`src/rtl/seg_pkg.sv`:
```
// Shared constants for the 7-segment scan receiver: segment patterns, digit codes,
// anode slot patterns, FSM state encoding and small helpers.
package seg_pkg;

   localparam logic [6:0] SEG_0     = 7'b1000000;
   localparam logic [6:0] SEG_1     = 7'b1111001;
   localparam logic [6:0] SEG_2     = 7'b0100100;
   localparam logic [6:0] SEG_3     = 7'b0110000;
   localparam logic [6:0] SEG_4     = 7'b0011001;
   localparam logic [6:0] SEG_5     = 7'b0010010;
   localparam logic [6:0] SEG_6     = 7'b0000010;
   localparam logic [6:0] SEG_7     = 7'b1111000;
   localparam logic [6:0] SEG_8     = 7'b0000000;
   localparam logic [6:0] SEG_9     = 7'b0010000;
   localparam logic [6:0] SEG_DASH  = 7'b0111111;
   localparam logic [6:0] SEG_BLANK = 7'b1111111;

   localparam logic [3:0] DIG_DASH  = 4'd10;
   localparam logic [3:0] DIG_BLANK = 4'd11;
   localparam logic [3:0] DIG_BAD   = 4'd15;

   localparam logic [3:0] AN_SLOT0 = 4'b1110;
   localparam logic [3:0] AN_SLOT1 = 4'b1101;
   localparam logic [3:0] AN_SLOT2 = 4'b1011;
   localparam logic [3:0] AN_SLOT3 = 4'b0111;
   localparam logic [3:0] AN_OFF   = 4'b1111;

   typedef enum logic [2:0] {HUNT, SETTLE, CAPTURE, WAIT, COMMIT} rx_state_t;

   function automatic logic [3:0] slot_an(input logic [1:0] slot);
      logic [3:0] an;
      case (slot)
         2'd0:    an = AN_SLOT0;
         2'd1:    an = AN_SLOT1;
         2'd2:    an = AN_SLOT2;
         default: an = AN_SLOT3;
      endcase
      return an;
   endfunction

   function automatic logic an_legal(input logic [3:0] an);
      return (an == AN_OFF) || (an == AN_SLOT0) || (an == AN_SLOT1) ||
             (an == AN_SLOT2) || (an == AN_SLOT3);
   endfunction

   function automatic logic frame_has_bad(input logic [15:0] frame);
      logic bad;
      bad = 1'b0;
      for (int i = 0; i < 4; i++) begin
         if (frame[4*i +: 4] == DIG_BAD) bad = 1'b1;
      end
      return bad;
   endfunction

endpackage

```
`src/rtl/seg_pattern_decode.sv`:
```
// Combinational decode of an active-low {g,f,e,d,c,b,a} pattern to a digit code;
// unknown patterns give DIG_BAD with bad set.
module seg_pattern_decode
   import seg_pkg::*;
(
   input  logic [6:0] seg,
   output logic [3:0] code,
   output logic       bad
);

   always_comb begin
      code = DIG_BAD;
      bad  = 1'b0;
      case (seg)
         SEG_0:     code = 4'd0;
         SEG_1:     code = 4'd1;
         SEG_2:     code = 4'd2;
         SEG_3:     code = 4'd3;
         SEG_4:     code = 4'd4;
         SEG_5:     code = 4'd5;
         SEG_6:     code = 4'd6;
         SEG_7:     code = 4'd7;
         SEG_8:     code = 4'd8;
         SEG_9:     code = 4'd9;
         SEG_DASH:  code = DIG_DASH;
         SEG_BLANK: code = DIG_BLANK;
         default:   bad = 1'b1;
      endcase
   end

endmodule

```
`src/rtl/seg_scan_receiver.sv`:
```
// Receiver for a multiplexed 7-segment scan bus: decodes slots, assembles 4-slot frames
// and publishes them once stable. Define SEG_RX_ERR_COUNT_EN to add the err_count port.
module seg_scan_receiver
   import seg_pkg::*;
#(
   parameter int SETTLE_CYC    = 4,
   parameter int STABLE_FRAMES = 2,
   parameter int TIMEOUT_CYC   = 1000000
) (
   input  logic       clk,
   input  logic       rst,
   input  logic [3:0] an_in,
   input  logic [6:0] seg_in,
   output logic [3:0] dig0,
   output logic [3:0] dig1,
   output logic [3:0] dig2,
   output logic [3:0] dig3,
   output logic       frame_valid,
   output logic       link_ok,
   output logic       err_seg,
`ifdef SEG_RX_ERR_COUNT_EN
   output logic       err_anode,
   output logic [7:0] err_count
`else
   output logic       err_anode
`endif
);

   localparam int SET_W = $clog2(SETTLE_CYC + 1);
   localparam int STB_W = $clog2(STABLE_FRAMES + 1);
   localparam int TMO_W = $clog2(TIMEOUT_CYC + 1);
   localparam logic [SET_W-1:0] SET_LAST = SET_W'(SETTLE_CYC - 1);
   localparam logic [STB_W-1:0] STB_MAX  = STB_W'(STABLE_FRAMES);
   localparam logic [TMO_W-1:0] TMO_LAST = TMO_W'(TIMEOUT_CYC - 1);
   localparam logic [TMO_W-1:0] TMO_DONE = TMO_W'(TIMEOUT_CYC);

   logic [3:0]       an_p0, an_p1, an_prev;
   logic [6:0]       seg_p0, seg_p1;
   rx_state_t        state, state_d;
   logic [1:0]       slot, slot_d;
   logic [SET_W-1:0] settle_cnt, settle_d;
   logic [TMO_W-1:0] tmo_cnt, tmo_d;
   logic [STB_W-1:0] stable_cnt, stable_d;
   logic [3:0][3:0]  frame_q, frame_d, prev_frame, prev_d, dig_q, dig_d;
   logic             link_d, fv_d, es_d, ea_d;
   logic             an_change, timeout, abort, same_frame;
   logic [3:0]       dec_code;
   logic             dec_bad;

   // p0/p1: two-stage synchronisers; an_prev holds the previous synchronised anode
   always_ff @(posedge clk or negedge rst) begin
      if (!rst) begin
         an_p0   <= AN_OFF;
         an_p1   <= AN_OFF;
         an_prev <= AN_OFF;
         seg_p0  <= SEG_BLANK;
         seg_p1  <= SEG_BLANK;
      end else begin
         an_p0   <= an_in;
         an_p1   <= an_p0;
         an_prev <= an_p1;
         seg_p0  <= seg_in;
         seg_p1  <= seg_p0;
      end
   end

   seg_pattern_decode u_decode (
      .seg  (seg_p1),
      .code (dec_code),
      .bad  (dec_bad)
   );

   assign an_change  = (an_p1 != an_prev);
   assign timeout    = !an_change && (tmo_cnt == TMO_LAST);
   assign same_frame = (frame_q == prev_frame);
   assign tmo_d      = an_change ? '0 : ((tmo_cnt == TMO_DONE) ? tmo_cnt : tmo_cnt + 1'b1);

   always_comb begin
      state_d  = state;
      slot_d   = slot;
      settle_d = settle_cnt;
      stable_d = stable_cnt;
      frame_d  = frame_q;
      prev_d   = prev_frame;
      dig_d    = dig_q;
      link_d   = link_ok;
      fv_d     = 1'b0;
      es_d     = 1'b0;
      ea_d     = 1'b0;
      abort    = 1'b0;
      case (state)
         HUNT: begin
            if (an_p1 == AN_SLOT0) begin
               state_d  = SETTLE;
               slot_d   = 2'd0;
               settle_d = '0;
            end
         end
         SETTLE: begin
            if (an_change)                  abort    = 1'b1;
            else if (settle_cnt == SET_LAST) state_d = CAPTURE;
            else                             settle_d = settle_cnt + 1'b1;
         end
         CAPTURE: begin
            frame_d[slot] = dec_code;
            if (an_change) begin
               abort = 1'b1;
            end else if (dec_bad) begin
               es_d  = 1'b1;
               abort = 1'b1;
            end else begin
               state_d = WAIT;
            end
         end
         WAIT: begin
            if (an_change) begin
               if (an_p1 != slot_an(slot + 2'd1)) begin
                  abort = 1'b1;
               end else if (slot == 2'd3) begin
                  state_d = COMMIT;
               end else begin
                  state_d  = SETTLE;
                  slot_d   = slot + 2'd1;
                  settle_d = '0;
               end
            end
         end
         COMMIT: begin
            if (an_change) begin
               abort = 1'b1;
            end else begin
               prev_d = frame_q;
               if (!same_frame)                 stable_d = STB_W'(1);
               else if (stable_cnt != STB_MAX) stable_d = stable_cnt + 1'b1;
               // Publish only on the commit that first reaches the threshold for this frame
               if ((stable_d == STB_MAX) && !(same_frame && (stable_cnt == STB_MAX)) &&
                   !frame_has_bad(frame_q)) begin
                  dig_d  = frame_q;
                  fv_d   = 1'b1;
                  link_d = 1'b1;
               end
               state_d  = SETTLE;
               slot_d   = 2'd0;
               settle_d = '0;
            end
         end
         default: state_d = HUNT;
      endcase

      if (an_change && !an_legal(an_p1)) begin
         ea_d  = 1'b1;
         es_d  = 1'b0;
         abort = 1'b1;
      end
      if (abort || timeout) begin
         state_d  = HUNT;
         stable_d = '0;
         link_d   = 1'b0;
         fv_d     = 1'b0;
         dig_d    = dig_q;
      end
   end

   // p2: FSM state, frame assembly and registered outputs
   always_ff @(posedge clk or negedge rst) begin
      if (!rst) begin
         state       <= HUNT;
         slot        <= '0;
         settle_cnt  <= '0;
         tmo_cnt     <= '0;
         stable_cnt  <= '0;
         frame_q     <= '0;
         prev_frame  <= {4{DIG_DASH}};
         dig_q       <= {4{DIG_DASH}};
         frame_valid <= 1'b0;
         link_ok     <= 1'b0;
         err_seg     <= 1'b0;
         err_anode   <= 1'b0;
      end else begin
         state       <= state_d;
         slot        <= slot_d;
         settle_cnt  <= settle_d;
         tmo_cnt     <= tmo_d;
         stable_cnt  <= stable_d;
         frame_q     <= frame_d;
         prev_frame  <= prev_d;
         dig_q       <= dig_d;
         frame_valid <= fv_d;
         link_ok     <= link_d;
         err_seg     <= es_d;
         err_anode   <= ea_d;
      end
   end

   assign dig0 = dig_q[0];
   assign dig1 = dig_q[1];
   assign dig2 = dig_q[2];
   assign dig3 = dig_q[3];

`ifdef SEG_RX_ERR_COUNT_EN
   logic [8:0] err_sum;
   assign err_sum = {1'b0, err_count} + 9'(es_d) + 9'(ea_d) + 9'(timeout);

   always_ff @(posedge clk or negedge rst) begin
      if (!rst) err_count <= '0;
      else      err_count <= (err_sum > 9'd255) ? 8'hFF : err_sum[7:0];
   end
`endif

endmodule
```
`config.mk`:
```
export PLATFORM = sky130hd
export DESIGN_NAME = seg_scan_receiver
export DESIGN_NICKNAME = d
export VERILOG_FILES = /design/src/rtl/seg_pkg.sv /design/src/rtl/seg_pattern_decode.sv /design/src/rtl/seg_scan_receiver.sv
export SDC_FILE = /design/constraint.sdc
export NUM_CORES = 1
export LEC_CHECK = 0
export CAP_MARGIN = 30
export CORE_ASPECT_RATIO = 0.75
export CORE_UTILIZATION = 59
export DETAILED_ROUTE_END_ITERATION = 6
export GPL_TIMING_DRIVEN = 0
export PLACE_DENSITY = 0.82
export SLEW_MARGIN = 0
export SYNTH_ARGS = -nofsm -noshare
export SYNTH_HDL_FRONTEND = slang
export SYNTH_SLANG_ARGS = --single-unit
```
`constraint.sdc`:
```
create_clock -name clk -period 3.6 [get_ports clk]
set_input_delay 0.9 -clock clk [delete_from_list [all_inputs] [get_ports clk]]
set_output_delay 0.9 -clock clk [all_outputs]
set_load 0.005 [all_outputs]
```
==> results.yml, run 1 <==
final_layout:
  drive_gt1_frac: 0.168
  fin_cells: 630
  syn2layout_area_growth_pct: 15.7
  n_antenna_cell: 0
  nets: 544
  fill_cells: 582
setup_path:
  reg2reg_slack_ps: 490
  critical_path_required_ps: 3830
  arrival_ps: 3330
  timing.rr.start: "seg_p1[0]"
  path_max_fanout: 10
  cp-start-kind: "register"
  slowest_delay_ps: 490
  rr_endpoint: "dig0[2]"
  slowest_stage: "or3_1"
  crit_end: "dig0[2]"
  cp.depth: 8
  cp-end-kind: "register"
  cp-startpoint: "seg_p1[0]"
  crit_family: "compound AO/OA/AOI/OAI gates"
  crit_chain: "clkbuf_1, or3_1, a2111o_1, o211ai_1, o31ai_2, a21oi_4, buf_6, mux2_4"
  path_class: "register to register"
  rr_worst_depth: 8
  crit_buf_inv: 2
pwr:
  vdd_ir_drop_max_uv: 341
  p_per_area_nw_per_um2: 413
  power_leakage_nw: 2.40
grt:
  grt_max_degree: 69
  antenna_found_initial: 0
  grt-ovfl-total: 0
  gr-usage-all-layers: 0.256
  grt_pass1_wl_microns: 16900
  grt_pass1_vias: 3448
cts:
  cts_made_buffers: 9
  clkTransAtPathRegs_ps: 70
  cts.repair.resized: 0
  cts_buffer_depth: 2
  cts_tree: "yes"
  clk_latency_ps: 350
  hold_buffers: 0
  htree_levels: 3
  cts_setup_buffers: 0
  cts.sinks: 108
  root_buffer: "clkbuf_16"
logic_synthesis:
  synth-edff-count: 0
  synth_area_sq_um: 5000
  synth-simple-area-share: 0.184
  synth_top_area_share: 0.330
  synth_area_leaders: "dfrtp_1 (33%), dfstp_2 (22%), nand2_1 (6.2%)"
  synth_fa_ha_area_frac: 0.0295
  synth_seq_area_share: 0.551
  synthFlopType: "dfrtp_1"
  async_flop_share: 1.00
  synthDistinctLibCells: 57
  ys_seq_elements: 108
  synth-warning-count: 0
  yosysTopAreaCell: "dfrtp_1"
  synth.area.mux_share: 0.0516
  synth_compound_area_frac: 0.0924
  avgSynthCellArea_sq_um: 10.5
  synth-xor-area-share: 0.0666
  syn_inst: 475
  synth_top_family_by_area: "simple AND/OR/NAND/NOR gates"
  syn-num-nets: 499
drt:
  wl_met1_microns: 4830
  drt_iter0_drc: 310
  final_antenna_net_count: 0
  vias: 3704
  post_drt_wl_per_cell_microns: 16.6
  wirelength_microns: 10400
  firstDrtPassIters: 5
  vias_per_cell: 5.88
  highest_layer: "met4"
  wl_met3_microns: 610
  met2_wirelength_microns: 4830
  drc: 0
die:
  die_area_sq_um: 8850
  num_rows: 28
  die_w_microns: 108
  boundaryPins: 33
  initial_core_util: 0.620
  die_h_microns: 81.7
  core-area_sq_um: 8060
timing:
  whs_ps: 356
  maxSlewViolCount: 0
  finalHoldViolCount: 0
  period_needed_ps: 3110
  max_slew_margin: 0.538
  clock_skew_ps: 9.91
  rsz0062_at_grt: "no"
  period_share: 0.863
  clock.fmax_mhz: 322
  setup_viol: 0
  worstMarginPinSlew_ps: 690
run:
  maxCapViolations: 0
status:
  status: "complete, no violations"
place:
  place_hpwl_microns: 7320
  place_congestion: 0.927
  port_buffers: 32
  place_inst: 614
worst_hold_path:
  hold_path_class: "register to register"
[worst register-to-register path, delay by kind of cell, from the launching register on]
family | cells | cell delay (ps)
and+or+nand+nor | 1 | 490
buffers and inverters | 2 | 440
DFF | 1 | 360
AOI/OAI and AO/OA | 4 | 1380
muxes | 1 | 330
[kinds of logic (layout without fill, tap and decap cells)]
| kind of cell | Yosys count | count (layout) |
|---|---|---|
| AND/OR/NAND/NOR | 194 | 194 |
| flip-flops | 108 | 108 |
| AO/OA/AOI/OAI | 73 | 73 |
| XOR/XNOR | 38 | 38 |
| buffers and inverters | 30 | 80 |
| multiplexers | 20 | 20 |
| adder cells (fa/ha/maj) | 12 | 12 |
[Yosys cell counts (all sizes together), types with 2 or more instances]
cell	count
nor4	4
nand2b	3
o22ai	2
mux2	19
nor2	32
nor3	9
a31oi	3
clkbuf	15
a21boi	2
and4	3
or4	3
ha	11
dfstp	42
nand3	23
buf	3
and2	6
nand4	13
or3	7
nand2	82
xnor2	22
o21ai	28
xor2	16
o2111ai	2
dfrtp	66
nor3b	2
o211ai	4
a21oi	19
inv	12
[final cells by class]
| type | instances | area [sq um] | area share |
|---|---|---|---|
| clock buffers | 12 | 279 | 0.0482 |
| well taps | 105 | 131 | 0.0227 |
| inverters | 12 | 45.0 | 0.00779 |
| repair buffers | 34 | 350 | 0.0606 |
| plain buffers | 18 | 77.6 | 0.0134 |
| multi-input cells | 337 | 2120 | 0.367 |
| clock inverters | 4 | 26.3 | 0.00454 |
| flip-flops and latches | 108 | 2760 | 0.476 |
[metal layers]
layer  up-vias  track usage
met2       150        0.387
met4         0       0.0770
li1       1736            -
met1      1794        0.370
met3        24       0.0627
met5         -            0
[cell usage in the layout, fill, tap and decap left out, drive strengths merged, types with 2 or more instances in the layout]
cell type | netlist | routed
nand3 | 23 | 23
o22ai | 2 | 2
mux2 | 19 | 19
nand2 | 82 | 82
o211ai | 4 | 4
or3 | 7 | 7
a21boi | 2 | 2
ha | 11 | 11
nor3 | 9 | 9
nor2 | 32 | 32
nor4 | 4 | 4
nand4 | 13 | 13
dfrtp | 66 | 66
clkinv | 0 | 2
nor3b | 2 | 2
o21ai | 28 | 28
a21oi | 19 | 19
or4 | 3 | 3
and2 | 6 | 6
xor2 | 16 | 16
inv | 12 | 14
and4 | 3 | 3
clkbuf | 15 | 27
o2111ai | 2 | 2
xnor2 | 22 | 22
buf | 3 | 6
nand2b | 3 | 3
a31oi | 3 | 3
clkdlybuf4s50 | 0 | 31
dfstp | 42 | 42
[power by group]
part           switching (mW)  internal [mW]
registers              0.0241           1.25
clock network           0.429          0.555
logic                  0.0828         0.0504
[registers in the layout, summed over array words and instances (netlist names), 3 cells and up]
signal / cells
an_p1: 4
an_prev: 4
seg_p0: 7
dig0: 4
dig2: 4
an_p0: 4
frame_q: 16
dig3: 4
state: 3
seg_p1: 7
settle_cnt: 3
dig1: 4
tmo_cnt: 20
prev_frame: 16
[worst min-delay path by stage]
stage,slack [ps],cells past startpoint,start,endpoint
CTS,360,0,seg_p0[4],seg_p1[4]
finish,360,0,seg_p0[6],seg_p1[6]
floorplan,350,0,an_p0[0],an_p1[0]
detailed placement,350,0,seg_p0[4],seg_p1[4]
global route,360,0,seg_p0[6],seg_p1[6]
global placement,350,0,seg_p0[6],seg_p1[6]
[metrics by stage]
stage	setup slack [ps]	setup TNS, ps	utilization	total power, mW	area [sq um]
floorplan	1040	0	-	1.36	5000
global placement	-2230	-187820	0.676	1.42	5450
detailed placement	590	0	0.680	1.43	5480
CTS	545	0	0.718	2.41	5790
global route	383	0	0.718	2.47	5790
finish	492	0	0.718	2.39	5790
Power figures use the tool's default switching activity.
==> inputs of run 2 (changes only) <==
Settings changed: CAP_MARGIN 30 to unset, CTS_CLUSTER_SIZE set to 25.
==> results.yml, run 2 (synthesized netlist as in run 1, its figures left out) <==
cts:
  cts_tree: "yes"
  root_buffer: "clkbuf_16"
  cts_setup_buffers: 0
  hold_buffers: 0
  cts.sinks: 108
  cts.repair.resized: 0
  cts_buffer_depth: 2
  clkTransAtPathRegs_ps: 70
  clk_latency_ps: 350
  cts_made_buffers: 9
  htree_levels: 3
timing:
  maxSlewViolCount: 0
  whs_ps: 356
  setup_viol: 0
  max_slew_margin: 0.116
  rsz0062_at_grt: "no"
  finalSetupTns_ps: 0
  worstMarginPinSlew_ps: 1310
  clock_skew_ps: 4.10
  period_share: 0.917
  period_needed_ps: 3300
  clock.fmax_mhz: 303
  finalHoldViolCount: 0
  worst_slack_ps: 297
final_layout:
  reg_top3: "tmo_cnt x20, frame_q x16, prev_frame x16"
  stdcell_area_sq_um: 5780
  final_common_cell: "nand2_1"
  final_core_util: 0.717
  top_register: "tmo_cnt"
  syn2layout_area_growth_pct: 15.6
  fin_cells: 629
  largest_reg_flops: 20
  layout_common_cells: "nand2_1 (82), dfrtp_1 (66), dfstp_2 (42), nor2_1 (32), clkdlybuf4s50_1 (31)"
  n_antenna_cell: 0
  drive_gt1_frac: 0.168
  nets: 543
grt:
  grt_pass1_wl_microns: 17000
  grt_max_degree: 69
  grt_pass1_vias: 3442
  grt-ovfl-total: 0
  antenna_found_initial: 0
  gr-usage-all-layers: 0.258
setup_path:
  path_class: "register to register"
  crit_end: "dig0[2]"
  rr_endpoint: "dig0[2]"
  timing.rr.start: "an_p1[3]"
  path_max_fanout: 10
  cp-end-kind: "register"
  rr_worst_depth: 7
  reg2reg_slack_ps: 300
  cp-startpoint: "an_p1[3]"
  critical_path_required_ps: 3830
  arrival_ps: 3540
  cp-start-kind: "register"
drt:
  firstDrtPassIters: 5
  wirelength_microns: 10300
  drt_iter0_drc: 255
  post_drt_wl_per_cell_microns: 16.3
  vias: 3640
  drc: 0
  vias_per_cell: 5.79
  final_antenna_net_count: 0
pwr:
  p_per_area_nw_per_um2: 412
  p_sw_mw: 0.547
  p_sw_frac: 0.229
  p_total_mw: 2.38
  clkPwrFrac: 0.410
  intPower_mw: 1.84
  vdd_ir_drop_max_uv: 332
  power_frac_seq: 0.534
  combPwrFrac: 0.056
  power_leakage_nw: 2.40
run:
  maxCapViolations: 0
place:
  place_congestion: 0.927
  place_area_sq_um: 5480
  place_inst: 613
  port_buffers: 32
  place_ws_ps: 438
  place_hpwl_microns: 7370
die:
  initial_core_util: 0.620
  die_area_sq_um: 8850
  num_rows: 28
  core-area_sq_um: 8060
  die_w_microns: 108
  die_h_microns: 81.7
  boundaryPins: 33
worst_hold_path:
  hold_path_class: "register to register"
status:
  status: "complete, no violations"
run 2: changes by cell type in the layout (fill, tap and decap cells not counted):
cell	before	now
inv_4	2	1
clkinv_2	1	0
clkbuf_1	16	15
clkinv_4	1	3
inv_6	0	1
clkbuf_8	0	1
clkbuf_16	11	10
buf_2	3	2
run 2: layout make-up:
cell class	instances	area, sq um
plain buffers	18	77.6
clock buffers	11	264
clock inverters	5	41.3
fillers	570	2280
inverters	12	45.0
multi-input cells	337	2120
flip-flops and latches	108	2760
well taps	105	131
repair buffers	33	345
run 2: per-layer routing:
metal	wire [microns]	share of wire	global-route usage
met2	4750	0.46	0.395
met3	653	0.064	0.0706
met4	85	0.0083	0.0649
met5	0	0	0
met1	4770	0.47	0.368
run 2: power by group through the flow:
stage | sequential, mW | combinational, mW | clock, mW
final | 1.27 | 0.132 | 0.977
after global placement | 1.29 | 0.124 | 0
after CTS | 1.27 | 0.134 | 0.999
after detailed placement | 1.30 | 0.133 | 0
after floorplan | 1.29 | 0.0687 | 0
after global routing | 1.28 | 0.148 | 1.04
run 2: critical path: stages, from the launching register on:
cell and delay, ps:
dfstp_2 590, xor2_1 90, nor4_1 1100, o41a_1 360, o31ai_2 110, a21oi_4 370
buf_6 240, mux2_4 320
run 2: worst min path at each step:
stage	start	slack, ps	endpoint	cells after the start
after global placement	seg_p0[6]	350	seg_p1[6]	0
after global routing	seg_p0[6]	360	seg_p1[6]	0
final	seg_p0[6]	360	seg_p1[6]	0
after CTS	seg_p0[4]	360	seg_p1[4]	0
after floorplan	an_p0[0]	350	an_p1[0]	0
after detailed placement	seg_p0[4]	350	seg_p1[4]	0
